`src/rtl/ir_transmitter_pkg.sv`:
```
// Shared state encoding, counter widths and 27 MHz timing constants for the IR transmitter.
package ir_transmitter_pkg;

  // Timing for a 27 MHz system clock
  localparam int unsigned CLOCK_HZ_DEF     = 27_000_000;
  localparam int unsigned UNIT_CYCLES_DEF  = 16_200;     // 0.6 ms protocol unit T
  localparam int unsigned CARRIER_HALF_DEF = 338;        // ~40 kHz carrier half-period
  localparam int unsigned FRAME_CYCLES_DEF = 1_215_000;  // 45 ms frame start-to-start
  localparam int unsigned REPEATS_DEF      = 3;

  // Command and counter widths
  localparam int unsigned CMD_W          = 12;
  localparam int unsigned FRAME_CNT_W    = 21;
  localparam int unsigned UNIT_CNT_W     = 16;
  localparam int unsigned BIT_IDX_W      = 4;
  localparam int unsigned REP_CNT_W      = 8;
  localparam int unsigned CARRIER_CNT_W  = 16;

  // Start mark length in units, and worst-case frame length in units (all ones)
  localparam int unsigned START_UNITS    = 4;
  localparam int unsigned WORST_UNITS    = 41;

  typedef enum logic [2:0] {
    IDLE,
    START_MARK,
    SPACE,
    BIT_MARK,
    FRAME_GAP
  } ir_state_e;

  // Command word as produced by main_fsm
  typedef struct packed {
    logic [3:0] angle;
    logic [7:0] magnitude;
  } move_cmd_t;

endpackage

```
`src/rtl/ir_carrier_gen.sv`:
```
// Square-wave carrier that restarts high on the first cycle run is asserted.
module ir_carrier_gen
  import ir_transmitter_pkg::*;
#(
  parameter int unsigned CARRIER_HALF = CARRIER_HALF_DEF
) (
  input  logic clock,
  input  logic reset,
  input  logic run,
  output logic carrier
);

  localparam logic [CARRIER_CNT_W-1:0] HALF_LAST = CARRIER_CNT_W'(CARRIER_HALF - 1);

  logic [CARRIER_CNT_W-1:0] half_cnt;
  logic                     level;

  // Phase is parked high while idle so every mark begins with a high half-period
  always_ff @(posedge clock or posedge reset) begin
    if (reset) begin
      half_cnt <= '0;
      level    <= 1'b1;
    end else if (!run) begin
      half_cnt <= '0;
      level    <= 1'b1;
    end else if (half_cnt == HALF_LAST) begin
      half_cnt <= '0;
      level    <= ~level;
    end else begin
      half_cnt <= half_cnt + CARRIER_CNT_W'(1);
    end
  end

  assign carrier = run & level;

endmodule

```
`src/rtl/ir_transmitter.sv`:
```
// Sends a latched 12-bit command as REPEATS pulse-width coded IR frames on a modulated carrier.
module ir_transmitter
  import ir_transmitter_pkg::*;
#(
  parameter int unsigned CLOCK_HZ     = CLOCK_HZ_DEF,
  parameter int unsigned UNIT_CYCLES  = UNIT_CYCLES_DEF,
  parameter int unsigned CARRIER_HALF = CARRIER_HALF_DEF,
  parameter int unsigned FRAME_CYCLES = FRAME_CYCLES_DEF,
  parameter int unsigned REPEATS      = REPEATS_DEF
) (
  input  logic             clock,
  input  logic             reset,
  input  logic             transmit,
  input  logic [CMD_W-1:0] move_command,
  output logic             ir_signal,
  output logic             busy,
  output logic             done
);

  localparam logic [UNIT_CNT_W-1:0]  START_LAST = UNIT_CNT_W'(START_UNITS * UNIT_CYCLES - 1);
  localparam logic [UNIT_CNT_W-1:0]  UNIT_LAST  = UNIT_CNT_W'(UNIT_CYCLES - 1);
  localparam logic [UNIT_CNT_W-1:0]  ONE_LAST   = UNIT_CNT_W'(2 * UNIT_CYCLES - 1);
  localparam logic [FRAME_CNT_W-1:0] FRAME_LAST = FRAME_CNT_W'(FRAME_CYCLES - 1);
  localparam logic [REP_CNT_W-1:0]   LAST_REP   = REP_CNT_W'(REPEATS - 1);
  localparam logic [BIT_IDX_W-1:0]   ALL_BITS   = BIT_IDX_W'(CMD_W);

  // Reject parameter sets whose frame cannot fit its period or whose counters would wrap
  if ((WORST_UNITS * UNIT_CYCLES > FRAME_CYCLES) ||
      (FRAME_CYCLES > (1 << FRAME_CNT_W)) ||
      (START_UNITS * UNIT_CYCLES > (1 << UNIT_CNT_W)) ||
      (CARRIER_HALF == 0) || (2 * CARRIER_HALF >= CLOCK_HZ) ||
      (REPEATS == 0) || (REPEATS >= (1 << REP_CNT_W))) begin : g_bad_timing
    $error("ir_transmitter: inconsistent timing parameters");
  end

  ir_state_e              state;
  move_cmd_t              shadow;
  logic [UNIT_CNT_W-1:0]  unit_cnt;
  logic [FRAME_CNT_W-1:0] frame_cnt;
  logic [BIT_IDX_W-1:0]   bit_idx;
  logic [REP_CNT_W-1:0]   frames_sent;
  logic                   mark;
  logic                   cur_bit;
  logic [UNIT_CNT_W-1:0]  bit_last;

  // Length of the bit mark currently being sent
  assign cur_bit  = shadow[bit_idx];
  assign bit_last = cur_bit ? ONE_LAST : UNIT_LAST;

  // Frame sequencer: mark/space timing, bit walk, frame pacing and repeat count
  always_ff @(posedge clock or posedge reset) begin
    if (reset) begin
      state       <= IDLE;
      shadow      <= '0;
      unit_cnt    <= '0;
      frame_cnt   <= '0;
      bit_idx     <= '0;
      frames_sent <= '0;
      mark        <= 1'b0;
      busy        <= 1'b0;
      done        <= 1'b0;
    end else begin
      done      <= 1'b0;
      unit_cnt  <= unit_cnt + UNIT_CNT_W'(1);
      frame_cnt <= frame_cnt + FRAME_CNT_W'(1);
      case (state)
        IDLE: begin
          unit_cnt  <= '0;
          frame_cnt <= '0;
          if (transmit) begin
            state       <= START_MARK;
            shadow      <= move_command;
            bit_idx     <= '0;
            frames_sent <= '0;
            mark        <= 1'b1;
            busy        <= 1'b1;
          end
        end
        START_MARK: begin
          if (unit_cnt == START_LAST) begin
            state    <= SPACE;
            mark     <= 1'b0;
            unit_cnt <= '0;
          end
        end
        SPACE: begin
          if (unit_cnt == UNIT_LAST) begin
            unit_cnt <= '0;
            if (bit_idx != ALL_BITS) begin
              state <= BIT_MARK;
              mark  <= 1'b1;
            end else begin
              state <= FRAME_GAP;
            end
          end
        end
        BIT_MARK: begin
          if (unit_cnt == bit_last) begin
            state    <= SPACE;
            mark     <= 1'b0;
            unit_cnt <= '0;
            bit_idx  <= bit_idx + BIT_IDX_W'(1);
          end
        end
        FRAME_GAP: begin
          // Gap can outlast the unit counter range, so only the frame counter runs here
          unit_cnt <= '0;
          if (frame_cnt == FRAME_LAST) begin
            if (frames_sent == LAST_REP) begin
              state <= IDLE;
              busy  <= 1'b0;
              done  <= 1'b1;
            end else begin
              state       <= START_MARK;
              frames_sent <= frames_sent + REP_CNT_W'(1);
              frame_cnt   <= '0;
              bit_idx     <= '0;
              mark        <= 1'b1;
            end
          end
        end
        default: begin
          state <= IDLE;
          mark  <= 1'b0;
          busy  <= 1'b0;
        end
      endcase
    end
  end

  ir_carrier_gen #(
    .CARRIER_HALF(CARRIER_HALF)
  ) u_carrier (
    .clock  (clock),
    .reset  (reset),
    .run    (mark),
    .carrier(ir_signal)
  );

endmodule

```
`config.mk`:
```
export PLATFORM = sky130hd
export DESIGN_NAME = ir_transmitter
export DESIGN_NICKNAME = d
export VERILOG_FILES = /design/src/rtl/ir_transmitter_pkg.sv /design/src/rtl/ir_carrier_gen.sv /design/src/rtl/ir_transmitter.sv
export SDC_FILE = /design/constraint.sdc
export NUM_CORES = 1
export LEC_CHECK = 0
export BUFFER_PORTS_ARGS = -buffer_cell sky130_fd_sc_hd__clkbuf_2
export CAP_MARGIN = 20
export CORE_MARGIN = 10
export CORE_UTILIZATION = 61
export DETAILED_ROUTE_END_ITERATION = 12
export GPL_TIMING_DRIVEN = 0
export PLACE_DENSITY = 0.75
export SYNTH_ARGS = -nofsm -noshare
export SYNTH_HDL_FRONTEND = slang
export SYNTH_SLANG_ARGS = --single-unit
```
`constraint.sdc`:
```
create_clock -name clock -period 3.71 [get_ports clock]
set_clock_uncertainty 0.2 [all_clocks]
set_input_delay 0.9275 -clock clock [delete_from_list [all_inputs] [get_ports clock]]
set_output_delay 0.9275 -clock clock [all_outputs]
set_load 0.05 [all_outputs]
```
# Word level (Yosys, flattened, before mapping)
# Index checks and enable logic that the tools add are counted.
dict set report op_classes {
  addsub 5
  order_cmp 1
  n_eq_ne 20
  n_mux 45
  bitwise_logic 3
  reduce_logical 11
}
# cell count
set op_table {}
lappend op_table {{$mux 16} 5}
lappend op_table {{$pmux 16 s4} 1}
lappend op_table {{$mux 21} 2}
lappend op_table {{$pmux 21 s2} 1}
lappend op_table {{$add 16x1->16 const B} 2}
lappend op_table {{$mux 8} 3}
lappend op_table {{$add 21x1->21 const B} 1}
lappend op_table {{$eq 21x21->1 const B} 1}
lappend op_table {{$mux 3} 6}
lappend op_table {{$eq 16x14->1 const B} 1}
lappend op_table {{$eq 16x15->1} 1}
lappend op_table {{$eq 16x16->1 const B} 1}
lappend op_table {{$eq 16x9->1 const B} 1}
lappend op_table {{$mux 1} 16}
lappend op_table {{$mux 4} 4}
lappend op_table {{$ne 2x2->1 const B} 8}
lappend op_table {{$pmux 8 s2} 1}
lappend op_table {{$mux 15} 1}
lappend op_table {{$pmux 3 s5} 1}
lappend op_table {{$pmux 4 s3} 1}
lappend op_table {{$reduce_and 5->1} 2}
lappend op_table {{$add 8x1->8 const B} 1}
lappend op_table {{$eq 8x2->1 const B} 1}
lappend op_table {{$reduce_and 4->1} 2}
lappend op_table {{19 further kinds} 21}
dict set report totals {
  reg_bits 84
  input_bits 15
  output_inout_bits 3
  elab_cells 97
}

# Logic depth before layout (Yosys ltp)
dict set report depth {
  ltp_word 6
  ltp_mapped 9
  depth_no_buf 8
}

# Modules after synthesis
# A second synthesis with hierarchy kept.
dict set report hier_totals {
  cells_unflattened 438
  area_unflattened_um2 4413.0
}
# module n_inst cells_each area_per_inst_um2 seq_area_each_um2
set by_module_without_submodules {}
lappend by_module_without_submodules {ir_transmitter 1 351 3529.6 1676.6}
lappend by_module_without_submodules {ir_carrier_gen 1 87 883.3 426.7}

# Least setup slack after synthesis
# No wires, ideal clock.
dict set report synth_timing {
  path_kind {reg2reg}
  startpoint {register bit_idx[0]}
  endpoint {register mark}
  setup_time_ns 0.128
  arrival_ns 2.200
  required_ns 3.382
  slack_ns 1.183
  stages_incl_launch_ff 8
  n_path_buf 1
  synth_period_minus_slack_ns 2.527
  path_cell_list {dfrtp_1 > buf_6 > mux2_1 > or3_1 > nand4_1 > mux2_4 > a211oi_2 > mux2_1}
}
dict set report synth_between {
  elab_chain_len 6
  elab_cells_between_ends 8
  classes_between {4 x eq/ne; 3 x mux; 1 x reduce/logical}
}
# item line_no
set synth_rtl {}
lappend synth_rtl {{start: declaration} ir_transmitter.sv:40} ;# logic [BIT_IDX_W-1:0] bit_idx;
lappend synth_rtl {{start signal: assignment} ir_transmitter.sv:102} ;# bit_idx <= bit_idx + BIT_IDX_W'(1);
lappend synth_rtl {{$bmux 1 s4} ir_transmitter.sv:47} ;# assign cur_bit = shadow[bit_idx];
lappend synth_rtl {{$mux 1 (not written as such)} ir_transmitter.sv:47}
lappend synth_rtl {{$mux 15} ir_transmitter.sv:48} ;# assign bit_last = cur_bit ? ONE_LAST : UNIT_LAST;
lappend synth_rtl {{$eq 16x15->1} ir_transmitter.sv:98} ;# if (unit_cnt == bit_last) begin
lappend synth_rtl {{$ne 2x2->1 (no source line)} n/a}
lappend synth_rtl {{$reduce_and 7->1 (no source line) (*)} n/a}
lappend synth_rtl {{end signal: assignment} ir_transmitter.sv:59} ;# mark <= 1'b0;
lappend synth_rtl {{end signal: assignment} ir_transmitter.sv:100} ;# mark <= 1'b0;
lappend synth_rtl {{end signal: assignment} ir_transmitter.sv:118} ;# mark <= 1'b1;
lappend synth_rtl {{end: declaration} ir_transmitter.sv:42} ;# logic mark;
# Mark *: on every way between the ends. The rest lies on a longest branch, timed or not. The select of a mux whose other input is x is not followed.
# A chain may end at the register's enable or synchronous reset.

# Worst setup path after layout
# Same ends and word-level chain as after synthesis.

==> reports/metrics.yaml <==
logic_synthesis:
  synth_top_area_share_pct: 48.54
  ys_warn_count: 0
  synth_top_cell_by_area: "dfrtp_1"
  ys_top_cells_by_area: "dfrtp_1 (49%), nor2_1 (6.7%), xor2_1 (6.5%)"
  synth_common_cells: "dfrtp_1 (83), nor2_1 (76), nand2_1 (32), xor2_1 (32), nand3_1 (24)"
  synth_ff_type: "dfrtp_1"
  synthArstFlopShare_pct: 100.0
  ys_seq_area_share_pct: 49.15
  synthCells: 422
  synth_edf_count: 0
  synth_area_per_cell_sq_um: 10.14
  ys_seq_elements: 84
  synth_nets: 445
  synth.distinct_cells: 54
  yosysMostFrequentCell: "dfrtp_1"
  synth_area_sq_mm: 0.004279
critical_path:
  crit_arrival_ps: 2820
  r2r_start: "bit_idx[0]"
  cp-end-kind: "flop"
  start_kind: "flop"
  worstPathRequired_ps: 3750
  setup.worst_path.class: "flop to flop"
  reg2reg_to: "mark"
  reg2reg_depth: 7
  path_max_fanout: 10
  rrSetupSlack_ps: 930
finish:
  num-fill-cells: 527
  diodes: 0
  fin_area_sq_mm: 0.004763
  final_net_count: 474
  post-route-util_pct: 70.11
  area_growth_syn_to_layout_pct: 11.32
  layout-drive-gt1-share_pct: 13.16
drt:
  drc_errors: 0
  via_count: 3084
  wl_um: 7908
  drt-initial-drc-count: 90
  vias_per_cell: 5.587
  final_antenna_net_count: 0
  firstDrtPassIters: 5
  wire_per_inst_um: 14.33
placed_design:
  placed_area_sq_mm: 0.004514
  globalplace.congestion: 0.8317
  portBuffers: 17
  dp_slack_ps: 989.2
  dp_hpwl_um: 5595
power:
  power_frac_clock_pct: 30.5
  p_int_w: 0.001806
  switching_share_pct: 30.23
  pwr-share-comb_pct: 20.5
  seq_power_share_pct: 49.1
  powerDensity_mw_per_mm2: 543.4
  cellLeakagePower_nw: 2.108
  peakVddDrop_mv: 0.4140
  switching_power_w: 0.0007826
floorplanning:
  die_w_um: 103.8
  fp.dieH_um: 103.8
  fp-row-count: 30
  core_area_sq_mm: 0.006794
  die_area_sq_mm: 0.01077
  start_util_pct: 62.98
  num_io_pins: 18
sta:
  finalHoldViolations: 0
  fin_tns_setup_ps: 0
  layout_min_cycle_time_ps: 2781
  setup_slack_ps: 929.4
  fin_crit_sh_pct: 74.95
  worst_pin_slew_ps: 624.3
  max_freq_mhz: 359.6
  rsz0062_at_grt: "no"
  setup_viol: 0
  slew_viol_final: 0
  slew_headroom_pct: 58.24
clocking:
  clockBufferDepth: 2
  root_buffer: "clkbuf_8"
  htreeDepth: 3
  cts_hold_buffers: 0
  ctsResizeCount: 0
  path_clk_slew_ps: 80
  clock_latency_ps: 350
  cts_tree: "done"
  cts_made_buffers: 9
  post_cts_buffers: 0
  clkSinkCount: 84
global_route:
  grt_max_degree: 64
  grt_pass1_wl_um: 14020
  track_usage_pct: 15.29
  overflow: 0
  grt_pass1_vias: 3144
  antenna_found_initial: 0
job:
  maxCapViolations: 0
outcome:
  outcome: "completed"
hold_path:
  worstHoldEndpoint: "unit_cnt[0]"
  hp-class: "flop to flop"
  holdPathStages: 1
  hp-start: "unit_cnt[0]"
[layout by cell type (no fill, tap or decap), types with 10 or more instances in the layout]
cell type,n
dfrtp_1,83
nor2_1,76
nand2_1,32
xor2_1,32
nand3_1,24
xnor2_1,18
clkbuf_2,17
and3_1,12
nand4_1,12
mux2_2,12
a21oi_1,10
clkbuf_8,10
[kinds of logic (layout without fill, tap and decap cells)]
kind of cell	count (synthesis)	in the layout	share of synthesized area (%)
xor+xnor	50	50	10.23
mux	22	22	5.702
simple gates	202	202	23.89
fa+ha+maj	8	8	2.339
flops	84	84	49.15
buf+inv	18	52	2.076
compound gates	38	38	6.609
[power groups by stage]
stage	sequential (W)	clock [W]	combinational (W)
detailed placement	0.00128	0	0.000530
floorplan	0.00124	0	0.000426
CTS	0.00127	0.000809	0.000538
finish	0.00127	0.000789	0.000530
global route	0.00130	0.000845	0.000612
global placement	0.00128	0	0.000507
[worst max-delay path, stage by stage, from the launching register on]
cell and delay (ps):
dfrtp_1 380, buf_6 160, mux2_1 330, or3_1 310, nand4_1 140, mux2_4 370
a211oi_2 410, mux2_1 360
[per-stage QoR]
step	hold slack, ps	cells	total power [W]
2_1_floorplan	233.6	422	0.001669
3_3_place_gp	266.8	535	0.001782
3_5_place_dp	273.8	536	0.001812
4_1_cts	286.9	552	0.002615
5_1_grt	307.9	552	0.002757
6_report	287.6	552	0.002589
[flip-flops by register name, summed over array words and instances (netlist names)]
signal              flops
frame_cnt              21
u_carrier.half_cnt     16
unit_cnt               16
shadow                 12
frames_sent             8
bit_idx                 4
state                   3
busy                    1
done                    1
mark                    1
u_carrier.level         1
[cell type report]
class                      count  area [sq um]  area share (%)
timing repair buffer          18         112.6           2.364
clock buffer                  10         137.6           2.889
inverter                      10         40.04          0.8406
clock inverter                 6         111.4           2.338
sequential                    84          2103           44.16
buffer                         8         51.30           1.077
multi-input combinational    320          2087           43.81
tap                           96         120.1           2.522
[worst max path at each step]
stage,startpoint,endpoint,slack [ps],cells past startpoint
4_1_cts,bit_idx[0],mark,940,7
2_1_floorplan,reset,bit_idx[0],420,1
5_1_grt,bit_idx[0],mark,820,7
6_report,bit_idx[0],mark,930,7
3_3_place_gp,reset,frame_cnt[5],-470,2
3_5_place_dp,bit_idx[0],mark,990,7
[metal layers]
metal,track usage (%),wire length [um],vias up
met3,4.461,263,11
met1,18.83,3718,1498
li1,-,-,1532
met5,0,0,-
met4,5.567,101,0
met2,24.86,3825,43
Power figures use the tool's default switching activity.
